File: src/rtl/cart_ddr_bridge.sv
// Bridges the cartridge's level-held 16-bit MEM requests onto single-shot 32-bit DDR commands.
// Optional read buffer (one 32-bit word, tag and valid bit) is compiled in when CART_RDBUF_EN is defined.
module cart_ddr_bridge #(
    parameter logic [27:0] DDR_BASE = 28'h3000000,
    parameter int          TIMEOUT  = 1023
) (
    input  logic        CLK,
    input  logic        RST,
    input  logic [21:1] CART_A,
    input  logic [15:0] CART_DI,
    input  logic [1:0]  CART_WE,
    input  logic        CART_RD,
    output logic [15:0] CART_DO,
    output logic        CART_RDY,
    output logic [25:0] DDR_A,
    output logic [31:0] DDR_DO,
    output logic [3:0]  DDR_BE,
    output logic        DDR_RD,
    output logic        DDR_WE,
    input  logic        DDR_BUSY,
    input  logic [31:0] DDR_DI,
    input  logic        DDR_DRDY,
    output logic        ERR
);

    localparam int               CNT_W    = (TIMEOUT > 1) ? $clog2(TIMEOUT) : 1;
    localparam logic [CNT_W-1:0] CNT_LAST = CNT_W'(TIMEOUT - 1);

    typedef enum logic [2:0] {
        S_IDLE,
        S_ISSUE,
        S_WAIT,
        S_DONE,
        S_HOLD
    } state_t;

    state_t           state;
    logic             a1_q;
    logic             wr_q;
    logic             stale;
    logic [CNT_W-1:0] cnt;

    logic        req_wr;
    logic        req_any;
    logic [25:0] req_addr;
    logic [3:0]  req_be;
    logic        rd_hit;
    logic        rd_accept;

    // CART_A[1] low selects the upper halfword of the DDR word
    function automatic logic [15:0] half_sel(input logic [31:0] w, input logic lo);
        return lo ? w[15:0] : w[31:16];
    endfunction

    assign req_wr    = |CART_WE;
    assign req_any   = req_wr | CART_RD;
    assign req_addr  = DDR_BASE[27:2] + {6'd0, CART_A[21:2]};
    assign req_be    = CART_A[1] ? {2'b00, CART_WE} : {CART_WE, 2'b00};
    assign rd_accept = (state == S_WAIT) && DDR_DRDY && !stale;

`ifdef CART_RDBUF_EN
    logic [31:0] buf_data;
    logic [25:0] buf_tag;
    logic        buf_vld;

    assign rd_hit = !req_wr && CART_RD && buf_vld && (buf_tag == req_addr);

    always_ff @(posedge CLK) begin
        if (rd_accept) begin
            buf_data <= DDR_DI;
            buf_tag  <= DDR_A;
        end
    end
`else
    assign rd_hit = 1'b0;
`endif

    always_ff @(posedge CLK or posedge RST) begin
        if (RST) begin
            state    <= S_IDLE;
            CART_DO  <= 16'hFFFF;
            CART_RDY <= 1'b0;
            DDR_A    <= '0;
            DDR_DO   <= '0;
            DDR_BE   <= '0;
            DDR_RD   <= 1'b0;
            DDR_WE   <= 1'b0;
            ERR      <= 1'b0;
            a1_q     <= 1'b0;
            wr_q     <= 1'b0;
            stale    <= 1'b0;
            cnt      <= '0;
`ifdef CART_RDBUF_EN
            buf_vld  <= 1'b0;
`endif
        end else begin
            DDR_RD   <= 1'b0;
            DDR_WE   <= 1'b0;
            CART_RDY <= 1'b0;
            // The first return after a timeout belongs to the abandoned read
            if (DDR_DRDY && stale)
                stale <= 1'b0;

            case (state)
                S_IDLE: begin
                    if (rd_hit) begin
`ifdef CART_RDBUF_EN
                        CART_DO <= half_sel(buf_data, CART_A[1]);
`endif
                        state <= S_DONE;
                    end else if (req_any) begin
                        a1_q   <= CART_A[1];
                        wr_q   <= req_wr;
                        DDR_A  <= req_addr;
                        DDR_DO <= {CART_DI, CART_DI};
                        DDR_BE <= req_be;
                        state  <= S_ISSUE;
                    end
                end

                S_ISSUE: begin
                    if (!DDR_BUSY) begin
                        if (wr_q) begin
                            DDR_WE <= 1'b1;
`ifdef CART_RDBUF_EN
                            buf_vld <= 1'b0;
`endif
                            state  <= S_DONE;
                        end else begin
                            DDR_RD <= 1'b1;
                            cnt    <= '0;
                            state  <= S_WAIT;
                        end
                    end
                end

                S_WAIT: begin
                    if (rd_accept) begin
                        CART_DO <= half_sel(DDR_DI, a1_q);
`ifdef CART_RDBUF_EN
                        buf_vld <= 1'b1;
`endif
                        state   <= S_DONE;
                    end else if (cnt == CNT_LAST) begin
                        CART_DO <= 16'hFFFF;
                        ERR     <= 1'b1;
                        stale   <= 1'b1;
`ifdef CART_RDBUF_EN
                        buf_vld <= 1'b0;
`endif
                        state   <= S_DONE;
                    end else begin
                        cnt <= cnt + 1'b1;
                    end
                end

                S_DONE: begin
                    CART_RDY <= 1'b1;
                    state    <= S_HOLD;
                end

                // Requests are level-held, so wait for release before sampling again
                S_HOLD: begin
                    if (!CART_RD && (CART_WE == 2'b00))
                        state <= S_IDLE;
                end

                default: state <= S_IDLE;
            endcase
        end
    end

endmodule

File: config.mk
export PLATFORM = sky130hd
export DESIGN_NAME = cart_ddr_bridge
export DESIGN_NICKNAME = d
export VERILOG_FILES = /design/src/rtl/cart_ddr_bridge.sv
export SDC_FILE = /design/constraint.sdc
export NUM_CORES = 1
export LEC_CHECK = 0
export ABC_AREA = 1
export ABC_CLOCK_PERIOD_IN_PS = 7450
export BUFFER_PORTS_ARGS = -buffer_cell sky130_fd_sc_hd__buf_2
export CAP_MARGIN = 20
export CORE_MARGIN = 10
export CORE_UTILIZATION = 50
export CTS_BUF_LIST = sky130_fd_sc_hd__clkbuf_4 sky130_fd_sc_hd__clkbuf_8
export DETAILED_ROUTE_END_ITERATION = 6
export GPL_TIMING_DRIVEN = 0
export PLACE_DENSITY = 0.83
export SLEW_MARGIN = 20
export SYNTH_ARGS = -nofsm -noshare
export SYNTH_HDL_FRONTEND = slang
export SYNTH_SLANG_ARGS = --single-unit
File: constraint.sdc
create_clock -name CLK -period 7.45 [get_ports CLK]
set_input_delay 1.8625 -clock CLK [delete_from_list [all_inputs] [get_ports CLK]]
set_output_delay 1.8625 -clock CLK [all_outputs]
set_load 0.03 [all_outputs]
==> results of run 1 <==
## path summary, 6_finish.rpt
path | start | to | cells after the start
hold / removal | DDR_A[17] | DDR_A[17] | 2
min in group asynchronous | RST | a1_q | 2
setup reg to reg | cnt[0] | CART_DO[6] | 9
hold reg to reg | DDR_A[17] | DDR_A[17] | 2
setup / recovery | CART_DO[4] | CART_DO[4] | 1
max in group asynchronous | RST | cnt[2] | 3
## flip-flops by register name, indices dropped and copies added (netlist names)
signal and count:
DDR_A 21, CART_DO 16, DDR_DO 16, cnt 10, DDR_BE 4, state 3, CART_RDY 1, DDR_RD 1
DDR_WE 1, ERR 1, a1_q 1, stale 1, wr_q 1
## cells by family (layout without fill, tap and decap cells)
logic type | after synthesis | in the layout | synth area share (%)
flops | 77 | 77 | 53.0
buf+inv | 59 | 229 | 9.44
fa+ha+maj | 2 | 2 | 0.682
compound gates | 49 | 49 | 8.79
simple gates | 232 | 232 | 27.9
other cells | 1 | 4 | 0.102
## layer usage
metal / part of all wire, % / track usage (%) / vias up
li1: - / - / 1637
met1: 39 / 18.7 / 1510
met2: 48 / 28.7 / 126
met3: 11 / 9.14 / 17
met4: 1.9 / 6.19 / 0
met5: 0 / 0 / -
## through the flow
stage	area (um2)	utilization (%)	setup slack [ns]
after global routing	4830	66.9	4.45
after CTS	4830	66.9	4.47
final	4830	66.9	4.48
after floorplan	3680	-	3.65
after global placement	4570	63.4	2.77
after detailed placement	4600	63.8	4.45
## power by group through the flow
stage	Combinational [uW]	Sequential (uW)	Clock, uW
after floorplan	567	1030	0
after global placement	1190	723	0
after detailed placement	1210	731	0
after CTS	1210	729	362
after global routing	1300	749	378
final	1190	729	354
## placed cells by master (no fill, tap or decap), drive strengths merged, types with 2 or more instances in the layout
cell	netlist	final
o21a	4	4
nor2	24	24
nand2	169	169
or2	6	6
conb	1	4
a21oi	24	24
nand3b	2	2
clkbuf	2	14
dfrtp	61	61
ha	2	2
buf	34	188
clkinv	1	2
nand4	3	3
nand3	27	27
inv	22	22
bufinv	0	2
o31ai	2	2
dfstp	16	16
o21ai	18	18
## tightest hold or removal path: cells and delay by family, from the launching register on
family | cells | cell delay (ns)
flops | 1 | 0.35
simple gates | 2 | 0.09
## final cells by class
class | instances | area [um2] | share of cell area (%)
plain buffers | 36 | 260 | 5.39
clock buffers | 12 | 153 | 3.16
clock inverters | 4 | 72.6 | 1.50
inverters | 23 | 88.8 | 1.84
multi-input cells | 287 | 1390 | 28.8
flip-flops and latches | 77 | 1950 | 40.3
well taps | 99 | 124 | 2.57
repair buffers | 154 | 793 | 16.4
==> impl_metrics.json, run 1 <==
{
  "status": "complete, no violations",
  "switching_share_pct": 47.4,
  "start_kind": "flip-flop",
  "timing.reg2reg.setup_slack_ns": 5.82,
  "synth_common_cells": "164 x nand2_1, 61 x dfrtp_1, 23 x buf_4",
  "overflow": 0,
  "ctsLongestPathBuffers": 2,
  "synth_top_area_share_pct": 41.6,
  "initial_core_util_pct": 50.9,
  "clkLatencyLatePin_ns": 0.34,
  "portBuffers": 153,
  "placementRows": 31,
  "place_inst": 676,
  "area_growth_pct": 31.5,
  "finalPower_uw": 2280,
  "whs_ns": 0.469,
  "cts_sinks": 77,
  "avgRoutedWirePerCell_um": 14.2,
  "combPwrFrac_pct": 52.5,
  "drive_above_1_share_pct": 45.2,
  "cts_resized": 0,
  "yosysWarnings": 0,
  "synth_flop_cell": "dfrtp_1",
  "die-area_um2": 11200,
  "cts_tree": "built",
  "ys_async_sr_fraction_pct": 100,
  "grt_pass1_vias": 3362,
  "cp_cell_sequence": "buf_2",
  "cp_slowest_cell": "dfstp_2",
  "cts-hold-fix-buffers": 0,
  "core_um2": 7210,
  "ant_nets": 0,
  "hpwl_um": 7810,
  "grt_pass1_wl_um": 16100,
  "nNetsFinal": 666,
  "leakage_uw": 0.00261,
  "setup_viol": 0,
  "ys_ff_latch": 77,
  "root_buffer": "clkbuf_8",
  "hold_viol": 0,
  "drt_iter0_markers": 121,
  "p_switching_uw": 1080,
  "clkPwrFrac_pct": 15.6,
  "fin_cells": 692,
  "cts.reportedPaths.clkPinSlew_ns": 0.08,
  "fin_worst_skew_ns": 0.00963,
  "required_ns": 5.59,
  "avgViaCountPerCell": 4.75,
  "synth_area_leader_cell": "dfrtp_1",
  "period_needed_ns": 2.97,
  "rsz0062_at_grt": "false",
  "place.gp.congestion": 0.811,
  "ir_drop_v": 0.000314,
  "path_buf_inv": 1,
  "drc": 0,
  "drv_slew": 0,
  "p_seq_share_pct": 32.0,
  "internal-power_uw": 1200,
  "crit_arrival_ns": 1.10,
  "setup_tns_ns": 0,
  "end_kind": "primary output",
  "synth_area_leaders": "dfrtp_1 42%, nand2_1 17%, dfstp_2 11%, buf_4 4.7%, nand3_1 3.0%",
  "drt-total-wl_um": 9820,
  "synth_cell_type_count": 33,
  "hold_path.class": "reg2reg",
  "cts_buffers": 9,
  "die_h_um": 106,
  "dr.pass1.iters": 4,
  "cp_top_family": "flip-flops",
  "post-cts-setup-buffers": 0,
  "syn_avg_cell_area_um2": 8.74,
  "p_per_area_nw_per_um2": 472,
  "crit_type": "reg2out",
  "ys_seq_area_share_pct": 53.0,
  "vias": 3290,
  "worst-path-max-fanout": 2,
  "grt_antenna_before_repair": 0,
  "synth_most_common_cell": "nand2_1",
  "max_stage_delay_ns": 0.56,
  "grtUsageTotal_pct": 17.4,
  "syn_area_um2": 3670,
  "synth_cells": 420,
  "grt_max_degree": 50,
  "htreeDepth": 3,
  "antenna_cells": 0,
  "fillers": 603,
  "fin_crit_sh_pct": 39.8,
  "ioPinCount": 158,
  "timing.fmax_mhz": 337,
  "synth_edf_count": 0,
  "die_x_um": 106,
  "drv_cap": 0
}
Note: power is estimated with default switching activity, not from simulation.
==> inputs of run 2 (changes only) <==
- ABC_AREA: 1 -> 0
- ABC_CLOCK_PERIOD_IN_PS: 7450 -> 2600
- CORE_UTILIZATION: 50 -> 44
- PLACE_DENSITY: 0.83 -> 0.78
- clock period: 7.45 -> 2.6 ns (I/O delays scaled with it)
==> run 2 against run 1 <==
Worst hold slack worse by 0.20 ns. Register-to-register slack worse by 5.2 ns. Clock skew barely moved. Total power rose to 2.8 times the previous value. Largest power group unchanged. Sequential power rose to 2.9 times the previous value. Via count is 16% lower. Non-clock buffer count is 3 lower. Cell area fell by 1.4%. Synthesized cell count shrank 33%.
==> impl_metrics.json, run 2 <==
{
  "drc": 0,
  "fin_worst_skew_ns": 0.00987,
  "synth_top_area_share_pct": 41.9,
  "core_um2": 8130,
  "vias": 2771,
  "ant_nets": 0,
  "p_per_area_nw_per_um2": 1340,
  "crit_type": "reg2reg",
  "fin_cells": 561,
  "rsz0062_at_grt": "false",
  "hold_viol": 0,
  "synth_cells": 282,
  "cts_buffers": 9,
  "root_buffer": "clkbuf_8",
  "grt_antenna_before_repair": 1,
  "dpl_worst_slack_ns": 0.422,
  "syn_avg_cell_area_um2": 12.9,
  "avgViaCountPerCell": 4.94,
  "ys_async_sr_fraction_pct": 100,
  "synth_edf_count": 0,
  "synth_area_leader_cell": "dfrtp_1",
  "overflow": 0,
  "ir_drop_v": 0.000616,
  "required_ns": 2.82,
  "final_cell_mix": "156 x buf_2, 61 x dfrtp_1, 30 x mux2_2, 23 x buf_4, 17 x mux2i_1",
  "clkLatencyLatePin_ns": 0.34,
  "initial_core_util_pct": 44.8,
  "placementRows": 33,
  "ys_ff_latch": 77,
  "ctsLongestPathBuffers": 2,
  "drt-total-wl_um": 8890,
  "yosysWarnings": 0,
  "avgRoutedWirePerCell_um": 15.8,
  "die-area_um2": 12300,
  "die_x_um": 111,
  "ioPinCount": 158,
  "place_inst": 544,
  "relSlewSlack_pct": 59.1,
  "drv_slew": 0,
  "synth_cell_type_count": 52,
  "start_kind": "flip-flop",
  "largest_reg_flops": 21,
  "top_register": "DDR_A",
  "timing.fmax_mhz": 516,
  "cts_sinks": 77,
  "status": "complete, no violations",
  "dr.pass1.iters": 4,
  "hold_path.class": "in2async",
  "ys_seq_area_share_pct": 53.5,
  "portBuffers": 153,
  "period_needed_ns": 1.94,
  "synth_common_cells": "61 x dfrtp_1, 30 x mux2_2, 23 x buf_4",
  "leakage_uw": 0.00232,
  "tightest_slew_ns": 0.613,
  "crit_arrival_ns": 2.16,
  "end_kind": "flip-flop",
  "grt_pass1_vias": 2971,
  "place.gp.congestion": 0.822,
  "synth_flop_cell": "dfrtp_1",
  "hpwl_um": 7070,
  "drv_cap": 0,
  "synth_area_leaders": "dfrtp_1 42%, dfstp_2 12%, mux2_2 9.3%, buf_4 4.7%, mux2i_1 4.7%",
  "cts.reportedPaths.clkPinSlew_ns": 0.09,
  "area_growth_pct": 30.7,
  "grt_max_degree": 54,
  "post-cts-setup-buffers": 0,
  "cts-hold-fix-buffers": 0,
  "synth_most_common_cell": "dfrtp_1",
  "htreeDepth": 3,
  "nNetsFinal": 528,
  "fin_crit_sh_pct": 74.6,
  "grt_pass1_wl_um": 14500,
  "die_h_um": 111,
  "syn_area_um2": 3640,
  "grtUsageTotal_pct": 14.1,
  "setup_viol": 0,
  "drt_iter0_markers": 109,
  "worst-path-max-fanout": 10,
  "cts_resized": 0,
  "cts_tree": "built",
  "drive_above_1_share_pct": 59.8,
  "top_regs": "DDR_A (21), CART_DO (16), DDR_DO (16)",
  "layout_commonest_cell": "buf_2",
  "setup_slack_ns": 0.661
}
[run 2: changes by cell type after synthesis, sizes merged, moves of 5 or more]
| cell | change |
|---|---|
| a2bb2oi | +16 |
| or2 | -5 |
| inv | -14 |
| nand2 | -158 |
| nand3 | -21 |
| nor2 | -8 |
| o21ai | -10 |
| a21oi | -19 |
| mux2i | +17 |
| mux2 | +38 |
[run 2: layout make-up]
| class | count | area, um2 |
|---|---|---|
| multi-input combinational | 167 | 1420 |
| clock inverter | 5 | 37.5 |
| tap | 105 | 131 |
| clock buffer | 11 | 139 |
| antenna | 1 | 2.50 |
| timing repair buffer | 154 | 793 |
| fill | 719 | 3370 |
| inverter | 8 | 32.5 |
| sequential | 77 | 1950 |
| buffer | 33 | 259 |
[run 2: path summary, 6_finish.rpt]
check / startpoint / endpoint / slack, ns / cells after the start
max: state[0] / DDR_DO[29] / 0.66 / 6
min: RST / DDR_DO[21] / 0.27 / 2
max reg2reg: state[0] / DDR_DO[29] / 0.66 / 6
min reg2reg: ERR / ERR / 0.48 / 1
max in group asynchronous: RST / CART_DO[11] / 1.70 / 3
min in group CLK: ERR / ERR / 0.48 / 1
[run 2: worst max-delay path: stages (launching register included)]
cell and delay [ns]:
dfrtp_1 0.36, buf_2 0.17, nor3_2 0.38, and2_1 0.18
buf_2 0.19, buf_4 0.21, mux2_1 0.34
[run 2: report_power, final]
group	leakage [uW]	internal, uW	switching, uW
registers	0.000916	1790	328
logic	0.00131	1360	2070
clock network	0.0000864	370	442
[run 2: cell families (layout without fill, tap and decap cells)]
logic type,Yosys count,after routing,synth area share (%)
buffers and inverters,41,211,7.94
other,1,5,0.103
and+or+nand+nor,56,56,8.90
muxes,55,55,16.4
adders and majority gates,3,3,0.962
AOI/OAI and AO/OA,49,49,12.2
DFF,77,77,53.5
[run 2: routing by layer]
| metal | track usage [%] | routed length [um] | part of all wire (%) | vias to the layer above |
|---|---|---|---|---|
| li1 | - | - | - | 1325 |
| met2 | 23.8 | 4460 | 50 | 92 |
| met4 | 3.13 | 48 | 0.54 | 0 |
| met1 | 16.3 | 3730 | 42 | 1349 |
| met5 | 0 | 0 | 0 | - |
| met3 | 5.52 | 643 | 7.2 | 5 |
[run 2: per-stage QoR]
step                utilization [%]  hold WS, ns  area, um2  total power [uW]  setup TNS [ns]
floorplan                         -        0.445       3650              4690               0
detailed placement             56.3        0.465       4580              5630               0
global route                   58.5        0.284       4760              6760               0
global placement               55.9        0.459       4550              5520          -54.19
finish                         58.5        0.270       4760              6360               0
CTS                            58.5        0.265       4760              6450               0
==> inputs of run 3 (changes only) <==
- ABC_CLOCK_PERIOD_IN_PS: 2600 -> 1600
- clock period: 2.6 -> 1.6 ns (I/O delays scaled with it)
==> run 3 against run 2 <==
The run now ends with setup timing left. Die area unchanged. Via count increased by 10%. Total power increased by 94%. Maximum frequency increased by 11%. Cell count increased by 6.6%. Clock power increased by 100%. Sequential power increased by 66%. First-iteration DRC count decreased by 1.8%. Worst hold slack improved by 0.022 ns. Sequential cell count unchanged. Critical path type unchanged. Largest power group unchanged. Highest routed layer unchanged.
==> impl_metrics.json, run 3 (same netlist as run 2, synthesis figures left out) <==
{
  "fillers": 583,
  "grt_max_degree": 37,
  "portBuffers": 153,
  "htreeDepth": 3,
  "overflow": 0,
  "multi_input_area_um2": 1700,
  "fin_worst_skew_ns": 0.0121,
  "avgViaCountPerCell": 5.12,
  "required_ns": 1.85,
  "clkLatencyLatePin_ns": 0.34,
  "grt_pass1_vias": 3059,
  "top_regs": "DDR_A (21), CART_DO (16), DDR_DO (16)",
  "die_x_um": 111,
  "antenna_cells": 0,
  "whs_ns": 0.292,
  "die_h_um": 111,
  "ir_drop_v": 0.00102,
  "start_kind": "flip-flop",
  "drt-total-wl_um": 11000,
  "place.gp.congestion": 0.886,
  "ctsLongestPathBuffers": 2,
  "placementRows": 33,
  "end_kind": "flip-flop",
  "cts_sinks": 77,
  "area_growth_pct": 52.3,
  "drc": 0,
  "relSlewSlack_pct": 62.5,
  "worst-path-max-fanout": 8,
  "die-area_um2": 12300,
  "cts_buffers": 9,
  "largest_reg_flops": 21,
  "initial_core_util_pct": 44.8,
  "grt_pass1_wl_um": 16500,
  "nNetsFinal": 566,
  "drv_cap": 0,
  "cts.reportedPaths.clkPinSlew_ns": 0.08,
  "timing.fmax_mhz": 574,
  "core_um2": 8130,
  "register_area_um2": 1950,
  "root_buffer": "clkbuf_8",
  "ant_nets": 0,
  "tightest_slew_ns": 0.563,
  "status": "finished with violations",
  "layout_commonest_cell": "buf_2",
  "ioPinCount": 158,
  "fin_cells": 598,
  "crit_arrival_ns": 1.99,
  "grtUsageTotal_pct": 16.1,
  "dr.pass1.iters": 4,
  "grt_antenna_before_repair": 0,
  "top_register": "DDR_A",
  "period_needed_ns": 1.74,
  "setup_slack_ns": -0.141,
  "vias": 3059,
  "drv_slew": 0,
  "drt_iter0_markers": 107,
  "final_cell_mix": "154 x buf_2, 58 x dfrtp_1, 45 x buf_4, 37 x mux2_4, 17 x mux2i_1",
  "p_per_area_nw_per_um2": 2230,
  "cts_tree": "built",
  "leakage_uw": 0.00273,
  "hpwl_um": 7610,
  "rsz0062_at_grt": "true",
  "crit_type": "reg2reg",
  "place_inst": 545,
  "violations": "setup timing",
  "hold_viol": 0,
  "setup_viol": 51,
  "avgRoutedWirePerCell_um": 18.4,
  "fin_crit_sh_pct": 109,
  "hold_path.class": "in2reg",
  "drive_above_1_share_pct": 69.2
}
-- run 3: cell types whose count changed in the layout (fill, tap and decap cells not counted), moves of 6 or more --
cell,previous run,this run
mux2_4,0,37
buf_4,23,45
a2bb2oi_1,6,0
a2bb2oi_2,10,16
mux2_1,8,0
mux2_2,30,1
buf_12,0,7
-- run 3: worst max-delay path, stage by stage, from the launching register on --
cell       delay [ns]
dfrtp_1          0.38
buf_6            0.14
or3b_4           0.44
buf_4            0.16
clkbuf_16        0.15
nor3_1           0.18
nor2_1           0.07
a31oi_1          0.15
-- run 3: per-layer routing --
layer | GRT usage [%] | part of all wire, %
met3 | 4.87 | 7.2
met4 | 5.12 | 1.2
met5 | 0 | 0
met2 | 26.6 | 50
met1 | 19.7 | 42
-- run 3: where the power goes --
part	leakage [uW]	switching [uW]	internal [uW]
Combinational	0.00171	3850	3340
Sequential	0.000912	599	2910
Clock	0.000110	707	945
Total	0.00273	5150	7200
-- run 3: final timing paths --
| path | start | endpoint | slack [ns] | cells after the start |
|---|---|---|---|---|
| min | CART_A[3] | DDR_A[1] | 0.29 | 2 |
| max | state[0] | cnt[3] | -0.14 | 7 |
| min reg2reg | ERR | ERR | 0.49 | 1 |
| min in group asynchronous | RST | DDR_DO[29] | 0.56 | 3 |
| max reg2reg | state[0] | cnt[3] | -0.14 | 7 |
| max in group asynchronous | RST | CART_DO[12] | 0.53 | 4 |
-- run 3: area by class of cell --
type | count | share of cell area, %
clock inverters | 5 | 1.51
well taps | 105 | 2.37
multi-input cells | 168 | 30.6
flip-flops and latches | 77 | 35.2
clock buffers | 11 | 2.62
inverters | 8 | 0.609
plain buffers | 32 | 5.60
repair buffers | 192 | 21.5
-- run 3: timing repair --
action	4_1_cts	5_1_grt
pin swaps	10	7
setup endpoints to repair	65	65
cloned	0	5
hold buffers	1	0
gates resized for setup	24	32
endpoints found under the hold margin	1	0
setup buffers	17	15
-- run 3: stage by stage --
step / setup TNS (ns) / setup WS (ns) / instance area (um2) / power (uW) / util, %
floorplan: -0.216 / -0.0849 / 3810 / 8100 / -
global placement: -20.69 / -0.283 / 4700 / 9550 / 57.8
detailed placement: -11.43 / -0.278 / 4740 / 9700 / 58.3
CTS: -0.564 / -0.0724 / 5210 / 11800 / 64.1
global route: -7.05 / -0.221 / 5550 / 13000 / 68.2
finish: -3.31 / -0.141 / 5550 / 12400 / 68.2
